--- src/rtl/timer_multi.sv ---
// timer_multi: NCH-channel down-counting timer with one-shot/auto-reload modes, sticky pending
// and per-channel IRQ mask. Define TIMER_PRESCALE_EN to add the per-channel 8-bit prescaler.
module timer_multi #(
    parameter int unsigned NCH   = 2,
    parameter int unsigned CNT_W = 32
) (
    input  logic           clk,
    input  logic           reset,
    input  logic [5:2]     Addr,
    input  logic           we,
    input  logic [31:0]    data_in,
    output logic [31:0]    data_out,
    output logic [NCH-1:0] irq_vec,
    output logic           IRQ
);

    typedef enum logic [1:0] {
        StIdle,
        StCounting,
        StExpire
    } state_e;

    localparam logic [1:0] RegCtrl    = 2'd0;
    localparam logic [1:0] RegPreset  = 2'd1;
    localparam logic [1:0] RegCount   = 2'd2;
    localparam logic [1:0] RegStatus  = 2'd3;
    localparam logic [1:0] ModeReload = 2'b01;

    state_e           r_state   [NCH];
    logic             r_en      [NCH];
    logic [1:0]       r_mode    [NCH];
    logic             r_im      [NCH];
    logic [CNT_W-1:0] r_preset  [NCH];
    logic [CNT_W-1:0] r_count   [NCH];
    logic             r_pend    [NCH];

    state_e           w_state_d [NCH];
    logic             w_en_d    [NCH];
    logic [1:0]       w_mode_d  [NCH];
    logic             w_im_d    [NCH];
    logic [CNT_W-1:0] w_preset_d[NCH];
    logic [CNT_W-1:0] w_count_d [NCH];
    logic             w_pend_d  [NCH];
    logic             w_set     [NCH];

    logic             w_wr_ctrl  [NCH];
    logic             w_wr_preset[NCH];
    logic             w_wr_status[NCH];
    logic             w_tick     [NCH];
    logic [7:0]       w_psc_rd   [NCH];
    logic             w_unused_data;

`ifdef TIMER_PRESCALE_EN
    logic [7:0]       r_psc      [NCH];
    logic [7:0]       r_psc_cnt  [NCH];
    logic [7:0]       w_psc_d    [NCH];
    logic [7:0]       w_psc_cnt_d[NCH];
`endif

    // Only a few data_in bits are architected; fold the rest so nothing dangles.
    assign w_unused_data = ^data_in;

    always_comb begin
        for (int i = 0; i < NCH; i++) begin
            w_wr_ctrl[i]   = we && (Addr[5:4] == 2'(i)) && (Addr[3:2] == RegCtrl);
            w_wr_preset[i] = we && (Addr[5:4] == 2'(i)) && (Addr[3:2] == RegPreset);
            w_wr_status[i] = we && (Addr[5:4] == 2'(i)) && (Addr[3:2] == RegStatus);
`ifdef TIMER_PRESCALE_EN
            w_tick[i]      = (r_psc_cnt[i] == r_psc[i]);
            w_psc_rd[i]    = r_psc[i];
`else
            w_tick[i]      = 1'b1;
            w_psc_rd[i]    = 8'd0;
`endif
        end
    end

    always_comb begin
        for (int i = 0; i < NCH; i++) begin
            w_state_d[i]  = r_state[i];
            w_en_d[i]     = r_en[i];
            w_mode_d[i]   = r_mode[i];
            w_im_d[i]     = r_im[i];
            w_preset_d[i] = r_preset[i];
            w_count_d[i]  = r_count[i];
            w_pend_d[i]   = r_pend[i];
            w_set[i]      = 1'b0;
            // A CTRL/PRESET write parks the channel in IDLE; the FSM does not act that cycle.
            if (w_wr_ctrl[i]) begin
                w_en_d[i]    = data_in[0];
                w_mode_d[i]  = data_in[2:1];
                w_im_d[i]    = data_in[3];
                w_state_d[i] = StIdle;
            end else if (w_wr_preset[i]) begin
                w_preset_d[i] = data_in[CNT_W-1:0];
                w_state_d[i]  = StIdle;
            end else begin
                case (r_state[i])
                    StIdle: begin
                        if (r_en[i]) begin
                            w_count_d[i] = r_preset[i];
                            if (r_preset[i] == '0) begin
                                w_state_d[i] = StExpire;
                                w_set[i]     = 1'b1;
                            end else begin
                                w_state_d[i] = StCounting;
                            end
                        end
                    end
                    StCounting: begin
                        if (!r_en[i]) begin
                            w_state_d[i] = StIdle;
                        end else if (w_tick[i]) begin
                            w_count_d[i] = r_count[i] - CNT_W'(1);
                            if (r_count[i] == CNT_W'(1)) begin
                                w_state_d[i] = StExpire;
                                w_set[i]     = 1'b1;
                            end
                        end
                    end
                    StExpire: begin
                        if (r_mode[i] == ModeReload) begin
                            w_count_d[i] = r_preset[i];
                            if (r_preset[i] == '0) begin
                                w_set[i] = 1'b1;
                            end else begin
                                w_state_d[i] = StCounting;
                            end
                        end else begin
                            w_en_d[i]    = 1'b0;
                            w_state_d[i] = StIdle;
                        end
                    end
                    default: w_state_d[i] = StIdle;
                endcase
            end
            // Set takes priority over a simultaneous write-1-to-clear.
            if (w_wr_status[i] && data_in[0]) w_pend_d[i] = 1'b0;
            if (w_set[i]) w_pend_d[i] = 1'b1;
        end
    end

`ifdef TIMER_PRESCALE_EN
    // Held at zero outside COUNTING, so entry into COUNTING always starts a fresh period.
    always_comb begin
        for (int i = 0; i < NCH; i++) begin
            w_psc_d[i] = w_wr_ctrl[i] ? data_in[15:8] : r_psc[i];
            if (w_wr_ctrl[i] || w_wr_preset[i] || r_state[i] != StCounting) begin
                w_psc_cnt_d[i] = 8'd0;
            end else begin
                w_psc_cnt_d[i] = w_tick[i] ? 8'd0 : r_psc_cnt[i] + 8'd1;
            end
        end
    end

    always_ff @(posedge clk) begin
        for (int i = 0; i < NCH; i++) begin
            if (reset) begin
                r_psc[i]     <= 8'd0;
                r_psc_cnt[i] <= 8'd0;
            end else begin
                r_psc[i]     <= w_psc_d[i];
                r_psc_cnt[i] <= w_psc_cnt_d[i];
            end
        end
    end
`endif

    always_ff @(posedge clk) begin
        for (int i = 0; i < NCH; i++) begin
            if (reset) begin
                r_state[i]  <= StIdle;
                r_en[i]     <= 1'b0;
                r_mode[i]   <= 2'b00;
                r_im[i]     <= 1'b0;
                r_preset[i] <= '0;
                r_count[i]  <= '0;
                r_pend[i]   <= 1'b0;
            end else begin
                r_state[i]  <= w_state_d[i];
                r_en[i]     <= w_en_d[i];
                r_mode[i]   <= w_mode_d[i];
                r_im[i]     <= w_im_d[i];
                r_preset[i] <= w_preset_d[i];
                r_count[i]  <= w_count_d[i];
                r_pend[i]   <= w_pend_d[i];
            end
        end
    end

    always_comb begin
        data_out = '0;
        for (int i = 0; i < NCH; i++) begin
            if (Addr[5:4] == 2'(i)) begin
                case (Addr[3:2])
                    RegCtrl:   data_out = {16'd0, w_psc_rd[i], 4'd0, r_im[i], r_mode[i], r_en[i]};
                    RegPreset: data_out = 32'(r_preset[i]);
                    RegCount:  data_out = 32'(r_count[i]);
                    default:   data_out = {31'd0, r_pend[i]};
                endcase
            end
        end
    end

    always_comb begin
        for (int i = 0; i < NCH; i++) begin
            irq_vec[i] = r_pend[i] & r_im[i];
        end
    end

    assign IRQ = |irq_vec;

endmodule

--- config.mk ---
export PLATFORM = sky130hd
export DESIGN_NAME = timer_multi
export DESIGN_NICKNAME = d
export VERILOG_FILES = /design/src/rtl/timer_multi.sv
export SDC_FILE = /design/constraint.sdc
export NUM_CORES = 1
export LEC_CHECK = 0
export BUFFER_PORTS_ARGS = -buffer_cell sky130_fd_sc_hd__buf_4
export CORE_MARGIN = 8
export CORE_UTILIZATION = 30
export DETAILED_ROUTE_END_ITERATION = 12
export PLACE_DENSITY = 0.51
export SLEW_MARGIN = 40
export SYNTH_ARGS = -nofsm -noshare
export SYNTH_HDL_FRONTEND = slang
export SYNTH_SLANG_ARGS = --single-unit
--- constraint.sdc ---
create_clock -name clk -period 3.85 [get_ports clk]
set_clock_uncertainty 0.15 [all_clocks]
set_input_delay 0.9625 -clock clk [delete_from_list [all_inputs] [get_ports clk]]
set_output_delay 0.9625 -clock clk [all_outputs]
set_load 0.02 [all_outputs]
==> flow_summary_export.csv, run 1 <==
group,metric,value,unit
outcome,status,"finished, final reports clean",
grt,grt.overflow.total,0,
drt,dr.pass1.iters,5,
floorplanning,rows,60,
cts,path_clk_slew,70,ps
floorplanning,die-area,32400,um^2
cts,clk_path_buf_depth,2,
hold_path,hold_path_end,"r_im[0]",
setup_path,cpMaxStageDelayCell,"nor2b_4",
final_layout,instances_no_fill,1483,
final_layout,insertedDiodeCount,0,
drt,drtIter0Drc,892,
final_layout,fin_util,36.2,%
placement,gp_congestion,0.881,
setup_path,crit_type,"input port to output port",
grt,grt_max_degree,56,
cts,cts_buffers,17,
cts,cts_sinks,142,
synth,ys_seq_elements,142,
drt,drcViolationCount,0,
synth,yosysSeqAreaShare,35.2,%
drt,antenna_left,0,
sta,fmax,0.284,GHz
drt,highest_layer,"met4",
floorplanning,design.core.area,26700,um^2
grt,grt_pass1_wl,50400,um
setup_path,crit_path_max_fanout,32,
synth,async_flop_share,0,%
drt,wl_met2,14100,um
final_layout,seqCellArea,2840,um^2
cts,postCtsSetupRepairBufs,0,
cts,cts_tree,"done",
setup_path,crit_path_start_kind,"input port",
drt,wl_met3,2600,um
placement,portBuffers,73,
setup_path,path_common_cell,"buf_4",
sta,rsz0062_at_grt,"no",
pwr,powerDensity,376,nW/um^2
sta,final_hold_viol_count,0,
grt,track_usage,19.4,%
final_layout,fin_nets,1172,
floorplanning,die_w,180,um
setup_path,r2r-start,"r_count[0][8]",
setup_path,required,2740,ps
cts,root_buffer,"clkbuf_16",
setup_path,r2r_slack,1000,ps
sta,finalCriticalPeriod,3530,ps
floorplanning,ios,74,
synth,post-synth-top-area-fraction,35.2,%
sta,post-route-period-util,91.6,%
setup_path,r2r-end,"r_count[0][27]",
synth,syn_nets,1137,
cts,htreeDepth,4,
synth,syn_inst,1094,
sta,setup_viol_count_final,0,
drt,routedWlPerCell,21.9,um
final_layout,syn_to_final_growth,19.5,%
synth,yosys_warnings,0,
synth,synth_edf_count,0,
drt,wl_met1,15200,um
floorplanning,die_h,180,um
pwr,peakVddDrop,0.216,mV
synth,synth_top_flop_cell,"dfxtp_1",
hold_path,min_path_cells,2,
synth,syn-cell-area,8070,um^2
synth,synth_cell_types,60,
setup_path,slowest_delay,420,ps
final_layout,finalInstanceArea,9640,um^2
hold_path,hold_class,"flip-flop to flip-flop",
sta,final-max-slew-violation-count,0,
pwr,leakage,3.27,nW
floorplanning,initial_core_util,30.3,%
hold_path,holdCritStartpoint,"r_im[0]",
setup_path,crit_arrival,2410,ps
final_layout,multi_input_area,4850,um^2
grt,first_global_vias,8366,
drt,routed-via-count,8795,
synth,yosysTopAreaCell,"dfxtp_1",
placement,place_area,9000,um^2
final_layout,drive_gt1_share,14.7,%
run,drv_cap,0,
setup_path,ff2ff_path_depth,5,
setup_path,cp-startpoint,"Addr[2]",
synth,synth.avg_cell_area,7.37,um^2
placement,dpl.hpwl,23300,um
setup_path,end_kind,"output port",
final_layout,nFillCells,2839,
setup_path,path_cells,"buf_4, nor2b_4, buf_12, a22oi_1, o22ai_1, buf_4",
drt,wirelength,32400,um
cts,cts_hold_repair.buffers,0,
sta,tightest_slew,816,ps
sta,relSlewSlack,45.1,%
drt,viasPerCell,5.93,
sta,tns,0,ps
placement,dp_cells,1451,
cts,insertion_delay,430,ps
grt,antenna_found_initial,0,
cts,cts_resized,0,
pwr,total_power,3.62,mW
synth,ys_top_cells_by_area,"dfxtp_1 (35%), nand2_1 (8.7%), a21oi_1 (7.9%)",
==> flip-flops by register name (all words and copies together), names as in the netlist <==
register	cells
r_count	64
r_en	2
r_im	2
r_mode	4
r_pend	2
r_preset	64
r_state	4
==> Yosys cell counts, types with 3 or more instances <==
cell / number
a211oi_1: 21
a21o_1: 5
a21oi_1: 128
a22oi_1: 61
a2bb2oi_1: 5
a31oi_1: 18
a32o_1: 5
a32oi_1: 3
a41oi_1: 3
and2_1: 6
and3_1: 14
buf_1: 4
clkbuf_1: 83
dfxtp_1: 142
ha_1: 4
inv_1: 13
mux2_2: 3
mux2i_1: 8
nand2_1: 188
nand2b_1: 5
nand3_1: 28
nand3b_1: 3
nand4_1: 16
nor2_1: 71
nor2b_1: 8
nor3_1: 21
nor4_1: 33
o211ai_1: 12
o21a_1: 3
o21ai_0: 43
o22ai_1: 37
o311ai_0: 9
o31ai_1: 12
o32ai_1: 7
or2_2: 11
or3_1: 17
or4_1: 12
==> placed cells by master, fill, tap and decap left out, types with 4 or more instances in the layout <==
cell type,synthesis,final
a211oi_1,21,21
a21o_1,5,5
a21oi_1,128,128
a22oi_1,61,61
a2bb2oi_1,5,5
a31oi_1,18,18
a32o_1,5,5
and2_1,6,6
and3_1,14,14
buf_4,0,103
bufinv_16,0,4
clkbuf_16,0,17
clkinvlp_4,0,4
dfxtp_1,142,142
ha_1,4,4
inv_1,13,13
mux2i_1,8,8
nand2_1,188,188
nand2b_1,5,5
nand3_1,28,28
nand4_1,16,16
nor2_1,71,71
nor2b_1,8,4
nor3_1,21,21
nor4_1,33,33
o211ai_1,12,12
o21ai_0,43,43
o22ai_1,37,35
o311ai_0,9,9
o31ai_1,12,12
o32ai_1,7,7
or2_2,11,11
or3_1,17,17
or4_1,12,12
==> power breakdown <==
group | leakage (nW) | switching (mW) | internal [mW] | total, mW
combinational | 1.84 | 0.196 | 0.104 | 0.300
sequential | 1.15 | 0.0221 | 1.48 | 1.50
clock | 0.293 | 0.709 | 1.11 | 1.82
==> layout make-up <==
class / instances / share of cell area, %
clock buffers: 20 / 4.64
clock inverters: 12 / 1.92
inverters: 13 / 0.506
multi-input cells: 849 / 50.4
flip-flops and latches: 142 / 29.5
well taps: 341 / 4.43
repair buffers: 106 / 8.65
==> cells by family after synthesis <==
logic type	synth area share, %
compound gates	30.5
fa+ha+maj	0.620
buf+inv	4.99
flops	35.2
mux	1.97
simple gates	26.6
==> worst max-delay path by stage <==
| stage | cells after the start | end |
|---|---|---|
| 2_1_floorplan | 6 | data_out[18] |
| 5_1_grt | 6 | data_out[31] |
| 3_5_place_dp | 6 | data_out[31] |
| 4_1_cts | 6 | data_out[31] |
| 3_3_place_gp | 5 | data_out[31] |
| 6_report | 6 | data_out[29] |
==> through the flow <==
stage	hold slack [ps]	worst slack (ps)
floorplan	294	115
global placement	310	364
detailed placement	316	368
CTS	328	358
global route	340	258
finish	328	323
==> routing by layer <==
metal	track usage [%]	vias to the layer above
met5	0	-
met4	5.20	0
met3	4.13	38
met2	29.7	368
met1	27.2	4213
li1	-	4176
==> critical path, delay by kind of cell <==
family / cells / cell delay (ps)
buffers and inverters: 3 / 640
AOI/OAI and AO/OA: 2 / 380
and+or+nand+nor: 1 / 420
No activity file was read; power rests on OpenSTA's default activity.
==> inputs of run 2 (changes only) <==
Settings changed: ABC_AREA from default to 1, RECOVER_POWER from default to 100.
==> run 2 against run 1 <==
The run now ends with capacitance limit, slew limit left. Global-route usage is 0.24 points higher. Critical path depth unchanged. Die area is 7.5% higher. Total power grew 13%. Non-clock buffer count fell by 17. Wire length increased by 8.8%. Synthesized cell count rose by 29%. Combinational power rose by 130%. Worst setup slack worse by 160 ps. Clock-buffer cell count is 2 higher.
==> flow_summary_export.csv, run 2 <==
group,metric,value,unit
setup_path,r2r-end,"r_count[0][8]",
final_layout,final_cell_mix,"nand2_1 (270), nor2_1 (217), inv_1 (168)",
synth,syn_nets,1456,
setup_path,required,2740,ps
synth,ys_seq_elements,142,
final_layout,final_common_cell,"nand2_1",
grt,track_usage,19.7,%
cts,cts_sinks,142,
floorplanning,initial_core_util,30.4,%
synth,syn-cell-area,8740,um^2
sta,relSlewSlack,-9.70,%
sta,whs,332,ps
cts,postCtsSetupRepairBufs,0,
cts,path_clk_slew,60,ps
placement,dp_slack,227,ps
floorplanning,die-area,34800,um^2
setup_path,critical-path-top-delay-family,"buffers and inverters",
floorplanning,rows,62,
grt,grt_max_degree,82,
final_layout,insertedDiodeCount,0,
sta,rsz0062_at_grt,"no",
sta,final_hold_viol_count,0,
grt,grt.overflow.total,0,
final_layout,reg_top3,"r_count: 64 flops, r_preset: 64 flops",
outcome,violations,"capacitance limit, slew limit",
sta,post-route-period-util,95.8,%
pwr,intPower,2.91,mW
pwr,swShare,29.3,%
final_layout,syn_to_final_growth,15.1,%
drt,drcViolationCount,0,
drt,routedWlPerCell,19.1,um
setup_path,crit_buf_inv,4,
final_layout,instances_no_fill,1849,
cts,htreeDepth,4,
synth,synth_common_cells,"nand2_1 (269), nor2_1 (208), a21oi_1 (166), inv_1 (165), o21ai_0 (149)",
final_layout,drive_gt1_share,7.17,%
setup_path,crit_path_start_kind,"input port",
placement,portBuffers,73,
final_layout,finalInstanceArea,10100,um^2
cts,root_buffer,"clkbuf_16",
floorplanning,ios,74,
sta,finalCriticalPeriod,3690,ps
cts,insertion_delay,440,ps
hold_path,min_path_cells,2,
grt,grt_pass1_wl,54200,um
cts,cts_hold_repair.buffers,0,
pwr,powerDensity,409,nW/um^2
placement,dp_cells,1817,
cts,cts_resized,0,
setup_path,r2r-start,"r_state[0][0]",
synth,synth_cell_types,35,
sta,tightest_slew,1640,ps
setup_path,crit_arrival,2580,ps
grt,antenna_found_initial,1,
run,drv_cap,2,
hold_path,holdCritStartpoint,"r_count[1][30]",
setup_path,ff2ff_path_depth,9,
setup_path,cpMaxStageDelayCell,"clkinv_1",
pwr,peakVddDrop,0.312,mV
hold_path,hold_class,"flip-flop to flip-flop",
placement,dpl.hpwl,26900,um
cts,cts_tree,"done",
drt,dr.pass1.iters,9,
placement,place_area,9580,um^2
synth,synth.avg_cell_area,6.18,um^2
synth,synth_most_common_cell,"nand2_1",
drt,antenna_left,0,
cts,clk_path_buf_depth,2,
pwr,power.switching,1.20,mW
synth,async_flop_share,0,%
setup_path,r2r_slack,1000,ps
cts,cts_buffers,17,
synth,syn_inst,1413,
synth,ys_top_cells_by_area,"dfxtp_1 (33%), nand2_1 (12%), a21oi_1 (9.5%)",
drt,routed-via-count,9514,
outcome,status,"complete, but fails checks",
synth,yosys_warnings,0,
drt,wirelength,35300,um
synth,post-synth-top-area-fraction,32.5,%
synth,yosysTopAreaCell,"dfxtp_1",
pwr,power_frac_seq,37.3,%
synth,synth_edf_count,0,
setup_path,slowest_delay,680,ps
setup_path,path_cells,"clkbuf_4, inv_1, nand2_2, clkinv_1, a22o_1, clkbuf_1",
floorplanning,die_w,187,um
sta,setup_viol_count_final,0,
pwr,leakage,4.15,nW
grt,first_global_vias,9144,
sta,final-max-slew-violation-count,119,
placement,gp_congestion,0.896,
drt,viasPerCell,5.15,
setup_path,crit_path_max_fanout,27,
final_layout,fin_nets,1495,
floorplanning,die_h,187,um
pwr,power_frac_comb,16.7,%
sta,tns,0,ps
synth,synth_top_flop_cell,"dfxtp_1",
drt,drtIter0Drc,1077,
sta,fmax,0.271,GHz
sta,fin_ws,161,ps
setup_path,crit_type,"input port to output port",
hold_path,hold_path_end,"r_count[1][30]",
pwr,clkPwrFrac,45.9,%
floorplanning,design.core.area,28700,um^2
synth,yosysSeqAreaShare,32.5,%
setup_path,end_kind,"output port",
==> run 2: cell types whose count changed after synthesis, sizes merged, moves of 23 or more <==
cell,change
a22o,+27
buf,+30
a22oi,-61
inv,+163
nand2,+84
nand3,+37
nor2,+154
a21oi,+38
o21ai,+118
nor4,-34
clkbuf,-51
o22ai,+23
==> run 2: cells by family (layout without fill, tap and decap cells) <==
group | after synthesis | count (layout) | synth area share [%]
AND/OR/NAND/NOR | 584 | 584 | 27.5
AO/OA/AOI/OAI | 428 | 428 | 27.0
buffers and inverters | 246 | 298 | 11.5
flip-flops | 142 | 142 | 32.5
XOR/XNOR | 9 | 9 | 0.902
adder cells (fa/ha/maj) | 4 | 4 | 0.573
==> run 2: worst max path at each step <==
stage	start	to	slack, ps	depth (start not counted)
floorplan	Addr[4]	data_out[0]	630	6
finish	Addr[5]	data_out[16]	160	6
detailed placement	Addr[4]	data_out[16]	230	5
global route	Addr[2]	data_out[8]	100	8
CTS	Addr[4]	data_out[16]	230	5
global placement	Addr[5]	data_out[16]	230	6
==> run 2: power groups by stage <==
stage	sequential [mW]	clock (mW)	combinational, mW
after floorplan	1.56	0	0.473
after global placement	1.57	0	0.691
after detailed placement	1.57	0	0.693
after CTS	1.53	1.91	0.697
after global routing	1.54	1.96	0.766
final	1.53	1.89	0.687
==> run 2: metrics by stage <==
| step | power (mW) | utilization [%] |
|---|---|---|
| after floorplan | 2.03 | - |
| final | 4.11 | 35.0 |
| after detailed placement | 2.26 | 33.4 |
| after global placement | 2.26 | 33.4 |
| after global routing | 4.26 | 35.0 |
| after CTS | 4.14 | 35.7 |
==> run 2: final cells by class <==
class	count	area (um^2)
inverter	177	664
sequential	142	2840
fill	3286	18600
timing repair buffer	89	572
multi-input combinational	1025	4840
clock inverter	10	184
tap	384	480
clock buffer	22	474
==> run 2: routing by layer <==
metal  up-vias  share of wire (%)  global-route usage (%)
li1       4748                  -                       -
met1      4472                 45                    25.1
met2       236                 49                    33.2
met3        56                3.9                    2.82
met4         2                2.9                    7.21
met5         -              0.037                       0
==> run 2: worst reg2reg max path, delay by kind of cell, from the launching register on <==
kind	cells	cell delay, ps
simple gates	4	1300
buf+inv	3	700
flops	1	390
compound gates	2	230
